File: config.mk
export PLATFORM = sky130hd
export DESIGN_NAME = rgmii_sfd_detector
export DESIGN_NICKNAME = d
export VERILOG_FILES = /design/src/rtl/rgmii_sfd_detector.sv
export SDC_FILE = /design/constraint.sdc
export NUM_CORES = 1
export LEC_CHECK = 0
export ABC_AREA = 1
export CAP_MARGIN = 20
export CORE_MARGIN = 4
export CORE_UTILIZATION = 53
export DETAILED_ROUTE_END_ITERATION = 8
export MAX_ROUTING_LAYER = met4
export PLACE_DENSITY_LB_ADDON = 0.12
export SETUP_SLACK_MARGIN = 0.05
export SYNTH_ARGS = -nofsm -noshare
export SYNTH_HDL_FRONTEND = slang
export SYNTH_SLANG_ARGS = --single-unit
File: constraint.sdc
create_clock -name rx_clk -period 2.58 [get_ports rx_clk]
set_input_delay 0.516 -clock rx_clk [delete_from_list [all_inputs] [get_ports rx_clk]]
set_output_delay 0.516 -clock rx_clk [all_outputs]
set_load 0.03 [all_outputs]
File: src/rtl/rgmii_sfd_detector.sv
// RGMII receive front end: registers the de-DDR'd nibble pair, hunts for the
// 0x55 preamble and 0xD5 SFD, then frames the payload bytes with SOF/EOF/error
// markers. A one-deep holding register delays each payload byte by one cycle
// so that the last byte of a frame can be tagged with EOF when dv drops.
module rgmii_sfd_detector #(
    parameter int unsigned MIN_PREAMBLE = 2,
    parameter int unsigned MAX_PREAMBLE = 15
) (
    input  logic        rx_clk,
    input  logic        rst_n,
    input  logic [3:0]  rxd_rise,
    input  logic [3:0]  rxd_fall,
    input  logic        rx_dv,
    input  logic        rx_er_x,
    output logic        sfd_hit,
    output logic [7:0]  rx_data,
    output logic        rx_valid,
    output logic        rx_sof,
    output logic        rx_eof,
    output logic        rx_err,
    output logic [15:0] sfd_count,
    output logic [15:0] bad_pre_count
);

    localparam logic [7:0] PRE_BYTE = 8'h55;
    localparam logic [7:0] SFD_BYTE = 8'hD5;
    localparam logic [3:0] PRE_MIN  = 4'(MIN_PREAMBLE);
    localparam logic [3:0] PRE_MAX  = 4'(MAX_PREAMBLE);

    typedef enum logic [1:0] {
        S_IDLE,
        S_PRE,
        S_FRAME,
        S_DROP
    } state_t;

    // Preamble counter: holds once it reaches the ceiling.
    function automatic logic [3:0] sat_inc_pre(input logic [3:0] v);
        return (v >= PRE_MAX) ? v : v + 4'd1;
    endfunction

    // Rejected-preamble statistic: sticks at all-ones.
    function automatic logic [15:0] sat_inc16(input logic [15:0] v);
        return (v == 16'hFFFF) ? v : v + 16'd1;
    endfunction

    // Stage 0 input register
    logic [7:0]  byte_q;
    logic        dv_q;
    logic        er_q;

    // FSM / holding register / output registers
    state_t      state_q, state_d;
    logic [3:0]  pre_cnt_q, pre_cnt_d;
    logic [7:0]  hold_q, hold_d;
    logic        hold_full_q, hold_full_d;
    logic        hold_first_q, hold_first_d;
    logic        err_flag_q, err_flag_d;
    logic        sfd_hit_q, sfd_hit_d;
    logic [7:0]  rx_data_q, rx_data_d;
    logic        rx_valid_q, rx_valid_d;
    logic        rx_sof_q, rx_sof_d;
    logic        rx_eof_q, rx_eof_d;
    logic        rx_err_q, rx_err_d;
    logic [15:0] sfd_count_q, sfd_count_d;
    logic [15:0] bad_pre_count_q, bad_pre_count_d;
    logic        sfd_inc;
    logic        bad_inc;

    // Capture the nibble pair and recover the error bit from the RX_CTL pair.
    always_ff @(posedge rx_clk or negedge rst_n) begin
        if (!rst_n) begin
            byte_q <= 8'h00;
            dv_q   <= 1'b0;
            er_q   <= 1'b0;
        end else begin
            byte_q <= {rxd_fall, rxd_rise};
            dv_q   <= rx_dv;
            er_q   <= rx_dv ^ rx_er_x;
        end
    end

    // Next-state and registered-output logic for the preamble/frame FSM.
    always_comb begin
        state_d      = state_q;
        pre_cnt_d    = pre_cnt_q;
        hold_d       = hold_q;
        hold_full_d  = hold_full_q;
        hold_first_d = hold_first_q;
        err_flag_d   = err_flag_q;
        sfd_hit_d    = 1'b0;
        rx_data_d    = rx_data_q;
        rx_valid_d   = 1'b0;
        rx_sof_d     = 1'b0;
        rx_eof_d     = 1'b0;
        rx_err_d     = 1'b0;
        sfd_inc      = 1'b0;
        bad_inc      = 1'b0;

        case (state_q)
            S_IDLE: begin
                hold_full_d = 1'b0;
                // dv low with er high is false carrier / extension: ignored.
                if (dv_q) begin
                    if (byte_q == PRE_BYTE) begin
                        state_d   = S_PRE;
                        pre_cnt_d = 4'd1;
                    end else begin
                        state_d = S_DROP;
                        bad_inc = 1'b1;
                    end
                end
            end

            S_PRE: begin
                if (!dv_q) begin
                    state_d = S_IDLE;
                    bad_inc = 1'b1;
                end else if (byte_q == PRE_BYTE) begin
                    pre_cnt_d = sat_inc_pre(pre_cnt_q);
                end else if (byte_q == SFD_BYTE && pre_cnt_q >= PRE_MIN) begin
                    state_d     = S_FRAME;
                    sfd_hit_d   = 1'b1;
                    sfd_inc     = 1'b1;
                    err_flag_d  = 1'b0;
                    hold_full_d = 1'b0;
                end else begin
                    state_d = S_DROP;
                    bad_inc = 1'b1;
                end
            end

            S_FRAME: begin
                if (er_q) begin
                    err_flag_d = 1'b1;
                end
                if (dv_q) begin
                    // A new byte pushes the held one out; only the very first
                    // byte loaded into an empty register carries SOF.
                    if (hold_full_q) begin
                        rx_valid_d = 1'b1;
                        rx_data_d  = hold_q;
                        rx_sof_d   = hold_first_q;
                    end
                    hold_d       = byte_q;
                    hold_full_d  = 1'b1;
                    hold_first_d = !hold_full_q;
                end else begin
                    // End of frame: flush the held byte as the last one.
                    if (hold_full_q) begin
                        rx_valid_d = 1'b1;
                        rx_data_d  = hold_q;
                        rx_sof_d   = hold_first_q;
                        rx_eof_d   = 1'b1;
                        rx_err_d   = err_flag_q;
                    end
                    hold_full_d = 1'b0;
                    state_d     = S_IDLE;
                end
            end

            S_DROP: begin
                if (!dv_q) begin
                    state_d = S_IDLE;
                end
            end

            default: begin
                state_d     = S_IDLE;
                hold_full_d = 1'b0;
            end
        endcase

        sfd_count_d     = sfd_count_q + {15'd0, sfd_inc};
        bad_pre_count_d = bad_inc ? sat_inc16(bad_pre_count_q) : bad_pre_count_q;
    end

    // FSM state, holding register, outputs and statistics.
    always_ff @(posedge rx_clk or negedge rst_n) begin
        if (!rst_n) begin
            state_q         <= S_IDLE;
            pre_cnt_q       <= 4'd0;
            hold_q          <= 8'h00;
            hold_full_q     <= 1'b0;
            hold_first_q    <= 1'b0;
            err_flag_q      <= 1'b0;
            sfd_hit_q       <= 1'b0;
            rx_data_q       <= 8'h00;
            rx_valid_q      <= 1'b0;
            rx_sof_q        <= 1'b0;
            rx_eof_q        <= 1'b0;
            rx_err_q        <= 1'b0;
            sfd_count_q     <= 16'h0000;
            bad_pre_count_q <= 16'h0000;
        end else begin
            state_q         <= state_d;
            pre_cnt_q       <= pre_cnt_d;
            hold_q          <= hold_d;
            hold_full_q     <= hold_full_d;
            hold_first_q    <= hold_first_d;
            err_flag_q      <= err_flag_d;
            sfd_hit_q       <= sfd_hit_d;
            rx_data_q       <= rx_data_d;
            rx_valid_q      <= rx_valid_d;
            rx_sof_q        <= rx_sof_d;
            rx_eof_q        <= rx_eof_d;
            rx_err_q        <= rx_err_d;
            sfd_count_q     <= sfd_count_d;
            bad_pre_count_q <= bad_pre_count_d;
        end
    end

    assign sfd_hit       = sfd_hit_q;
    assign rx_data       = rx_data_q;
    assign rx_valid      = rx_valid_q;
    assign rx_sof        = rx_sof_q;
    assign rx_eof        = rx_eof_q;
    assign rx_err        = rx_err_q;
    assign sfd_count     = sfd_count_q;
    assign bad_pre_count = bad_pre_count_q;

endmodule

==> results_tabular.tex, run 1 <==
\begin{tabular}{lr}
\hline
Metric & Value \\
\hline
\multicolumn{2}{l}{\textbf{Setup path}} \\
Critical path's most frequent cell & nand2\_1 \\
Maximum net fanout on the critical path & 4 \\
Slowest stage cell, crit path & dfrtp\_1 \\
Startpoint of the worst register-to-register path & pre\_cnt\_q[0] \\
Arr. time, crit path & 2.46 ns \\
Capturing element type of the critical path & flop \\
Crit path required time & 2.81 ns \\
Element type at the critical path start & flop \\
CP cell instances & inv\_1, ha\_1, nor2\_1, nand2\_1, nand3\_1, nor2\_1, nand2\_1, inv\_1, ha\_1, inv\_1, nor2\_2, nand2\_1, nor2\_2, nand2\_1, xor2\_1 \\
Register-to-Register Path Depth & 15 \\
R2R Path End & sfd\_count[13] \\
Critical setup path kind & reg -> reg \\
Largest stage delay, worst path & 0.38 ns \\
Slack of the worst reg-to-reg path & 0.34 ns \\
\multicolumn{2}{l}{\textbf{STA}} \\
Final slew viol count & 0 \\
Final hold violation count & 0 \\
Final-layout setup total negative slack & 0 ns \\
Final clock period utilization by the worst path & 86.8\% \\
Final Skew & 0.00721 ns \\
F\_max & 447 MHz \\
Minimum clock period & 2.24 ns \\
Final Setup Violations & 0 \\
Unrepaired setup endpoints after global routing & false \\
Remaining max-slew budget at the tightest pin & 62.9\% \\
Tightest Pin Transition & 0.555 ns \\
\multicolumn{2}{l}{\textbf{CTS}} \\
Number of buffers added for setup after CTS & 0 \\
\# clock sinks & 72 \\
TritonCTS Buffers & 9 \\
Maximum level of the CTS H-tree & 3 \\
Master cell of the clock root buffer & clkbuf\_8 \\
TritonCTS clock tree & yes \\
Later-pin clock latency in the skew report & 0.34 ns \\
Largest buffer count on any clock path & 2 \\
Clk pin slew, worst setup/hold paths & 0.07 ns \\
\multicolumn{2}{l}{\textbf{Power and ir drop}} \\
Total power after layout & 3.38 mW \\
Static Leak & 2.05 nW \\
Maximum vdd ir drop & 0.000697 V \\
Pwr dens & 803 nW/µm² \\
\multicolumn{2}{l}{\textbf{Synthesis}} \\
Simple-gate portion of the synthesized area & 28.3\% \\
Synthesized-area fraction occupied by ao, oa, aoi and oai cells & 3.27\% \\
Area of the mapped netlist & 3320 µm² \\
Most area-hungry cell type in the Yosys netlist & dfrtp\_1 \\
Most frequent cell after synthesis & nand2\_1 \\
Count of unique library cells instantiated by Yosys & 27 \\
Synth top cells by count & nand2\_1 (127), dfrtp\_1 (72), inv\_1 (40), nor2\_1 (40), nand3\_1 (32) \\
Sequential cell area fraction in the yosys report & 54.2\% \\
Total nets after synthesis & 405 \\
Yosys top cell area share & 54.2\% \\
Post-synth ARST share & 100\% \\
Combinational family with the most area after synthesis & simple AND/OR/NAND/NOR gates \\
Number of flip-flops and latches in the synthesized netlist & 72 \\
Count of mapped cells out of synthesis & 388 \\
Adder and majority cell fraction of the synthesized area & 1.88\% \\
Share of synthesized area spent on multiplexers & 0\% \\
Mean instance size in the synthesized netlist & 8.57 µm² \\
Number of enable flip-flop cells after synthesis & 0 \\
XOR/XNOR share of the synthesized area & 6.59\% \\
Main area contributors after synthesis & dfrtp\_1 (54\%), nand2\_1 (14\%), nand3\_1 (4.8\%) \\
Commonest register cell after synthesis & dfrtp\_1 \\
Total of warnings raised by yosys & 0 \\
\multicolumn{2}{l}{\textbf{Die}} \\
Std-Cell Rows & 28 \\
Die Y & 87.2 µm \\
Core area & 5990 µm² \\
Die area & 7600 µm² \\
I/O pin count & 57 \\
Starting utilization of the core area & 55.5\% \\
Die X-Extent & 87.2 µm \\
\multicolumn{2}{l}{\textbf{Placed design}} \\
Total of buffers placed on input and output ports & 56 \\
Final weighted congestion in routability-driven placement & 0.896 \\
Post-Place Cells & 513 \\
Detailed-placement wirelength estimate & 4.58 mm \\
Post-Place Cell Area & 3950 µm² \\
\multicolumn{2}{l}{\textbf{Route}} \\
Detailed Route WL & 6.50 mm \\
Number of DRC markers in iteration 0 & 104 \\
Remaining routing DRC violations & 0 \\
Post-DR vias/cell & 4.94 \\
Drt pass-1 iters & 4 \\
Average routed wire per standard cell & 12.3 µm \\
Vias & 2613 \\
Number of nets still failing antenna checks after routing & 0 \\
\multicolumn{2}{l}{\textbf{GRT}} \\
Antenna violations before repair & 0 \\
Total congestion overflow after global routing & 0 \\
Global-route wire length before repair & 11.2 mm \\
Global-route usage over all layers & 19.5\% \\
Met1 track demand over resource & 26.0\% \\
Met3 GRT Util & 4.35\% \\
Pin count of the biggest net entering global routing & 73 \\
M2 GR Usage & 28.8\% \\
Top Usage Layer GRT & met2 \\
Number of global-route vias before repair & 2515 \\
\multicolumn{2}{l}{\textbf{Final layout}} \\
Non-filler cells, final & 529 \\
Number of nets in the finished design & 466 \\
Syn-to-layout area delta & 26.6\% \\
Share of final-layout standard cells stronger than drive strength 1 & 6.17\% \\
Fillcell total & 455 \\
Final design area excluding fillers & 4210 µm² \\
ANT cells & 0 \\
\multicolumn{2}{l}{\textbf{Status}} \\
Run status & finished clean \\
\multicolumn{2}{l}{\textbf{Min path}} \\
Path type of the worst min-delay path & in -> async \\
\multicolumn{2}{l}{\textbf{Job}} \\
Count of max-cap constraint violations & 0 \\
\hline
\end{tabular}
critical path: cells and delay by family, from the launching register on:
| family | cells | cell delay (ns) |
|---|---|---|
| XOR/XNOR | 1 | 0.14 |
| adder cells (fa/ha/maj) | 2 | 0.33 |
| flip-flops | 1 | 0.38 |
| buffers and inverters | 3 | 0.28 |
| AND/OR/NAND/NOR | 9 | 1.00 |
final cells by class:
class / instances / area [µm²] / share of cell area, %
sequential: 72 / 1800 / 42.8
multi-input combinational: 269 / 1360 / 32.2
timing repair buffer: 57 / 576 / 13.7
clock buffer: 12 / 155 / 3.69
inverter: 40 / 150 / 3.57
tap: 75 / 93.8 / 2.23
clock inverter: 4 / 76.3 / 1.81
cells by family (layout without fill, tap and decap cells):
group,after synthesis,after routing
xor+xnor,25,25
compound gates,21,21
simple gates,218,218
fa+ha+maj,5,5
flops,72,72
buf+inv,47,113
report_power, final:
part | switching (mW) | leakage, nW | internal [mW]
logic | 0.564 | 1.00 | 0.338
registers | 0.146 | 0.936 | 1.33
clock network | 0.407 | 0.113 | 0.600
total | 1.12 | 2.05 | 2.26
placed cells by master (no fill, tap or decap), types with 2 or more instances in the layout:
| master | synthesis | final |
|---|---|---|
| xor2_1 | 15 | 15 |
| nand3_2 | 1 | 2 |
| ha_1 | 5 | 5 |
| nor2_2 | 0 | 2 |
| nor3_1 | 4 | 4 |
| dfrtp_1 | 72 | 72 |
| o21ai_0 | 14 | 14 |
| bufinv_16 | 0 | 2 |
| nand4_1 | 5 | 5 |
| clkbuf_8 | 0 | 11 |
| inv_1 | 40 | 40 |
| nor2_1 | 40 | 37 |
| nand2_1 | 127 | 127 |
| xnor2_1 | 10 | 10 |
| clkdlybuf4s50_1 | 0 | 55 |
| nand3_1 | 32 | 31 |
| a21oi_1 | 5 | 5 |
worst max-delay path by stage:
stage,startpoint,to,cells past startpoint
2_1_floorplan,pre_cnt_q[0],sfd_count[14],16
3_3_place_gp,pre_cnt_q[0],sfd_count[14],16
3_5_place_dp,pre_cnt_q[0],sfd_count[14],16
4_1_cts,pre_cnt_q[0],sfd_count[14],16
5_1_grt,pre_cnt_q[0],sfd_count[14],16
6_report,pre_cnt_q[0],sfd_count[13],15
what timing repair did:
item / CTS / global route
endpoints found under the setup margin: 0 / 3
hold buffers: 0 / 0
gates resized for setup: 0 / 6
per-stage QoR:
stage	hold WS, ns	worst slack [ns]	util, %
global placement	0.451	0.302	66.0
global route	0.215	0.0868	70.2
finish	0.189	0.342	70.2
detailed placement	0.463	0.219	66.0
floorplan	0.220	0.462	-
CTS	0.192	0.187	69.8
flip-flops by register name, indices dropped and copies added (netlist names), 2 cells and up:
register	count
bad_pre_count	16
sfd_count	16
byte_q	8
hold_q	8
rx_data	8
pre_cnt_q	4
state_q	2
metal layers:
layer | routed length (µm) | vias up
met4 | 111 | 0
li1 | - | 1334
met2 | 3020 | 53
met3 | 312 | 10
met5 | 0 | -
met1 | 3060 | 1216
Power figures use the tool's default switching activity.
==> run 2, diff against run 1 <==
--- a/config.mk
+++ b/config.mk
@@ -10,7 +10,6 @@
 export CORE_MARGIN = 4
 export CORE_UTILIZATION = 53
 export DETAILED_ROUTE_END_ITERATION = 8
-export MAX_ROUTING_LAYER = met4
 export PLACE_DENSITY_LB_ADDON = 0.12
 export SETUP_SLACK_MARGIN = 0.05
 export SYNTH_ARGS = -nofsm -noshare
==> run 2 against run 1 <==
Effect of this change:
- combinational power about the same
- critical path depth unchanged
- global-route usage decreased by 0.56 points
- sequential power about the same
- largest power group unchanged
- sequential share of layout area unchanged
- non-clock buffer count unchanged
- final cell count unchanged
- wire length increased by 0.42%
- die area unchanged
==> results_tabular.tex, run 2 (same netlist as run 1, synthesis figures left out) <==
\begin{tabular}{lr}
\hline
Metric & Value \\
\hline
\multicolumn{2}{l}{\textbf{Status}} \\
Run status & finished clean \\
\multicolumn{2}{l}{\textbf{GRT}} \\
Global-route wire length before repair & 11.2 mm \\
Antenna violations before repair & 0 \\
Pin count of the biggest net entering global routing & 73 \\
Total congestion overflow after global routing & 0 \\
Global-route usage over all layers & 19.0\% \\
Number of global-route vias before repair & 2514 \\
\multicolumn{2}{l}{\textbf{Final layout}} \\
Area taken by flip-flops and latches & 1800 µm² \\
Number of nets in the finished design & 466 \\
Highest-count cells in the layout ignoring fill and taps & nand2\_1 (127), dfrtp\_1 (72), clkdlybuf4s50\_1 (55), inv\_1 (40), nor2\_1 (37) \\
Share of final-layout standard cells stronger than drive strength 1 & 6.17\% \\
Final design area excluding fillers & 4210 µm² \\
Area taken by multi-input logic gates & 1360 µm² \\
Commonest non-fill, non-tap cell in the layout & nand2\_1 \\
Fillcell total & 455 \\
Syn-to-layout area delta & 26.6\% \\
ANT cells & 0 \\
\multicolumn{2}{l}{\textbf{Route}} \\
Post-DR vias/cell & 4.94 \\
Number of nets still failing antenna checks after routing & 0 \\
Remaining routing DRC violations & 0 \\
Average routed wire per standard cell & 12.3 µm \\
Detailed Route WL & 6.53 mm \\
Number of DRC markers in iteration 0 & 87 \\
Drt pass-1 iters & 4 \\
Vias & 2612 \\
\multicolumn{2}{l}{\textbf{STA}} \\
Final slew viol count & 0 \\
Final-layout setup total negative slack & 0 ns \\
Unrepaired setup endpoints after global routing & false \\
Final Setup Violations & 0 \\
Final worst hold slack & 0.183 ns \\
Tightest Pin Transition & 0.557 ns \\
Final clock period utilization by the worst path & 86.4\% \\
Final Skew & 0.00720 ns \\
Minimum clock period & 2.23 ns \\
Remaining max-slew budget at the tightest pin & 62.8\% \\
F\_max & 448 MHz \\
Final hold violation count & 0 \\
\multicolumn{2}{l}{\textbf{Die}} \\
Std-Cell Rows & 28 \\
Die Y & 87.2 µm \\
Die area & 7600 µm² \\
I/O pin count & 57 \\
Starting utilization of the core area & 55.5\% \\
Die X-Extent & 87.2 µm \\
Core area & 5990 µm² \\
\multicolumn{2}{l}{\textbf{CTS}} \\
Hold buffers post-CTS & 0 \\
Master cell of the clock root buffer & clkbuf\_8 \\
Later-pin clock latency in the skew report & 0.34 ns \\
TritonCTS Buffers & 9 \\
Number of buffers added for setup after CTS & 0 \\
Count of instances resized after the clock tree is built & 0 \\
Clk pin slew, worst setup/hold paths & 0.08 ns \\
Largest buffer count on any clock path & 2 \\
Maximum level of the CTS H-tree & 3 \\
\# clock sinks & 72 \\
TritonCTS clock tree & yes \\
\multicolumn{2}{l}{\textbf{Placed design}} \\
Total of buffers placed on input and output ports & 56 \\
Post-Place Cell Area & 3950 µm² \\
Detailed-placement wirelength estimate & 4.58 mm \\
Final weighted congestion in routability-driven placement & 0.881 \\
\multicolumn{2}{l}{\textbf{Setup path}} \\
Element type at the critical path start & flop \\
Arr. time, crit path & 2.46 ns \\
Critical setup path kind & reg -> reg \\
Capturing element type of the critical path & flop \\
Maximum net fanout on the critical path & 4 \\
Register-to-Register Path Depth & 15 \\
Crit path required time & 2.81 ns \\
\multicolumn{2}{l}{\textbf{Power and ir drop}} \\
Maximum vdd ir drop & 0.000700 V \\
Pwr dens & 804 nW/µm² \\
Static Leak & 2.05 nW \\
Total power after layout & 3.38 mW \\
\multicolumn{2}{l}{\textbf{Job}} \\
Count of max-cap constraint violations & 0 \\
\multicolumn{2}{l}{\textbf{Min path}} \\
Path type of the worst min-delay path & in -> async \\
\hline
\end{tabular}
## run 2: cell counts in the layout (fill, tap and decap cells not counted)
Identical to the previous run, type by type.
## run 2: area by class of cell
| type | count | share of cell area [%] |
|---|---|---|
| sequential | 72 | 42.8 |
| inverter | 40 | 3.57 |
| tap | 75 | 2.23 |
| timing repair buffer | 57 | 13.7 |
| multi-input combinational | 269 | 32.2 |
| clock buffer | 12 | 3.69 |
| clock inverter | 4 | 1.81 |
## run 2: critical path, stage by stage, from the launching register on
cell and delay, ns:
dfrtp_1 0.38, inv_1 0.10, ha_1 0.15, nor2_1 0.04, nand2_1 0.06, nand3_1 0.15, nor2_1 0.14, nand2_1 0.08
inv_1 0.10, ha_1 0.18, inv_1 0.08, nor2_2 0.16, nand2_1 0.14, nor2_2 0.14, nand2_1 0.08, xor2_1 0.14
## run 2: metrics by stage
stage                     util [%]  worst slack, ns  instances
after floorplan                  -            0.462        388
after global placement        66.0            0.302        513
after detailed placement      66.0            0.219        513
after CTS                     69.8            0.187        529
after global routing          70.2           0.0867        529
final                         70.2            0.350        529
## run 2: layer usage
metal  global-route usage [%]  part of all wire (%)  up-vias
met5                        0                     0        -
met4                     8.93                   1.7        0
met3                     4.26                   5.3        8
met2                     29.0                    47       58
met1                     25.7                    46     1211
li1                         -                     -     1335
## run 2: worst paths after layout
kind,start,endpoint,slack (ns)
max reg2reg,pre_cnt_q[0],sfd_count[13],0.35
max in group asynchronous,rst_n,bad_pre_count[10],2.12
min reg2reg,sfd_count[15],sfd_count[15],0.47
min in group rx_clk,sfd_count[15],sfd_count[15],0.47
min,rst_n,rx_valid,0.18
max,pre_cnt_q[0],sfd_count[13],0.35
## run 2: power breakdown
group / switching, mW / total (mW) / internal (mW)
clock: 0.411 / 1.01 / 0.599
combinational: 0.564 / 0.901 / 0.338
sequential: 0.146 / 1.47 / 1.33
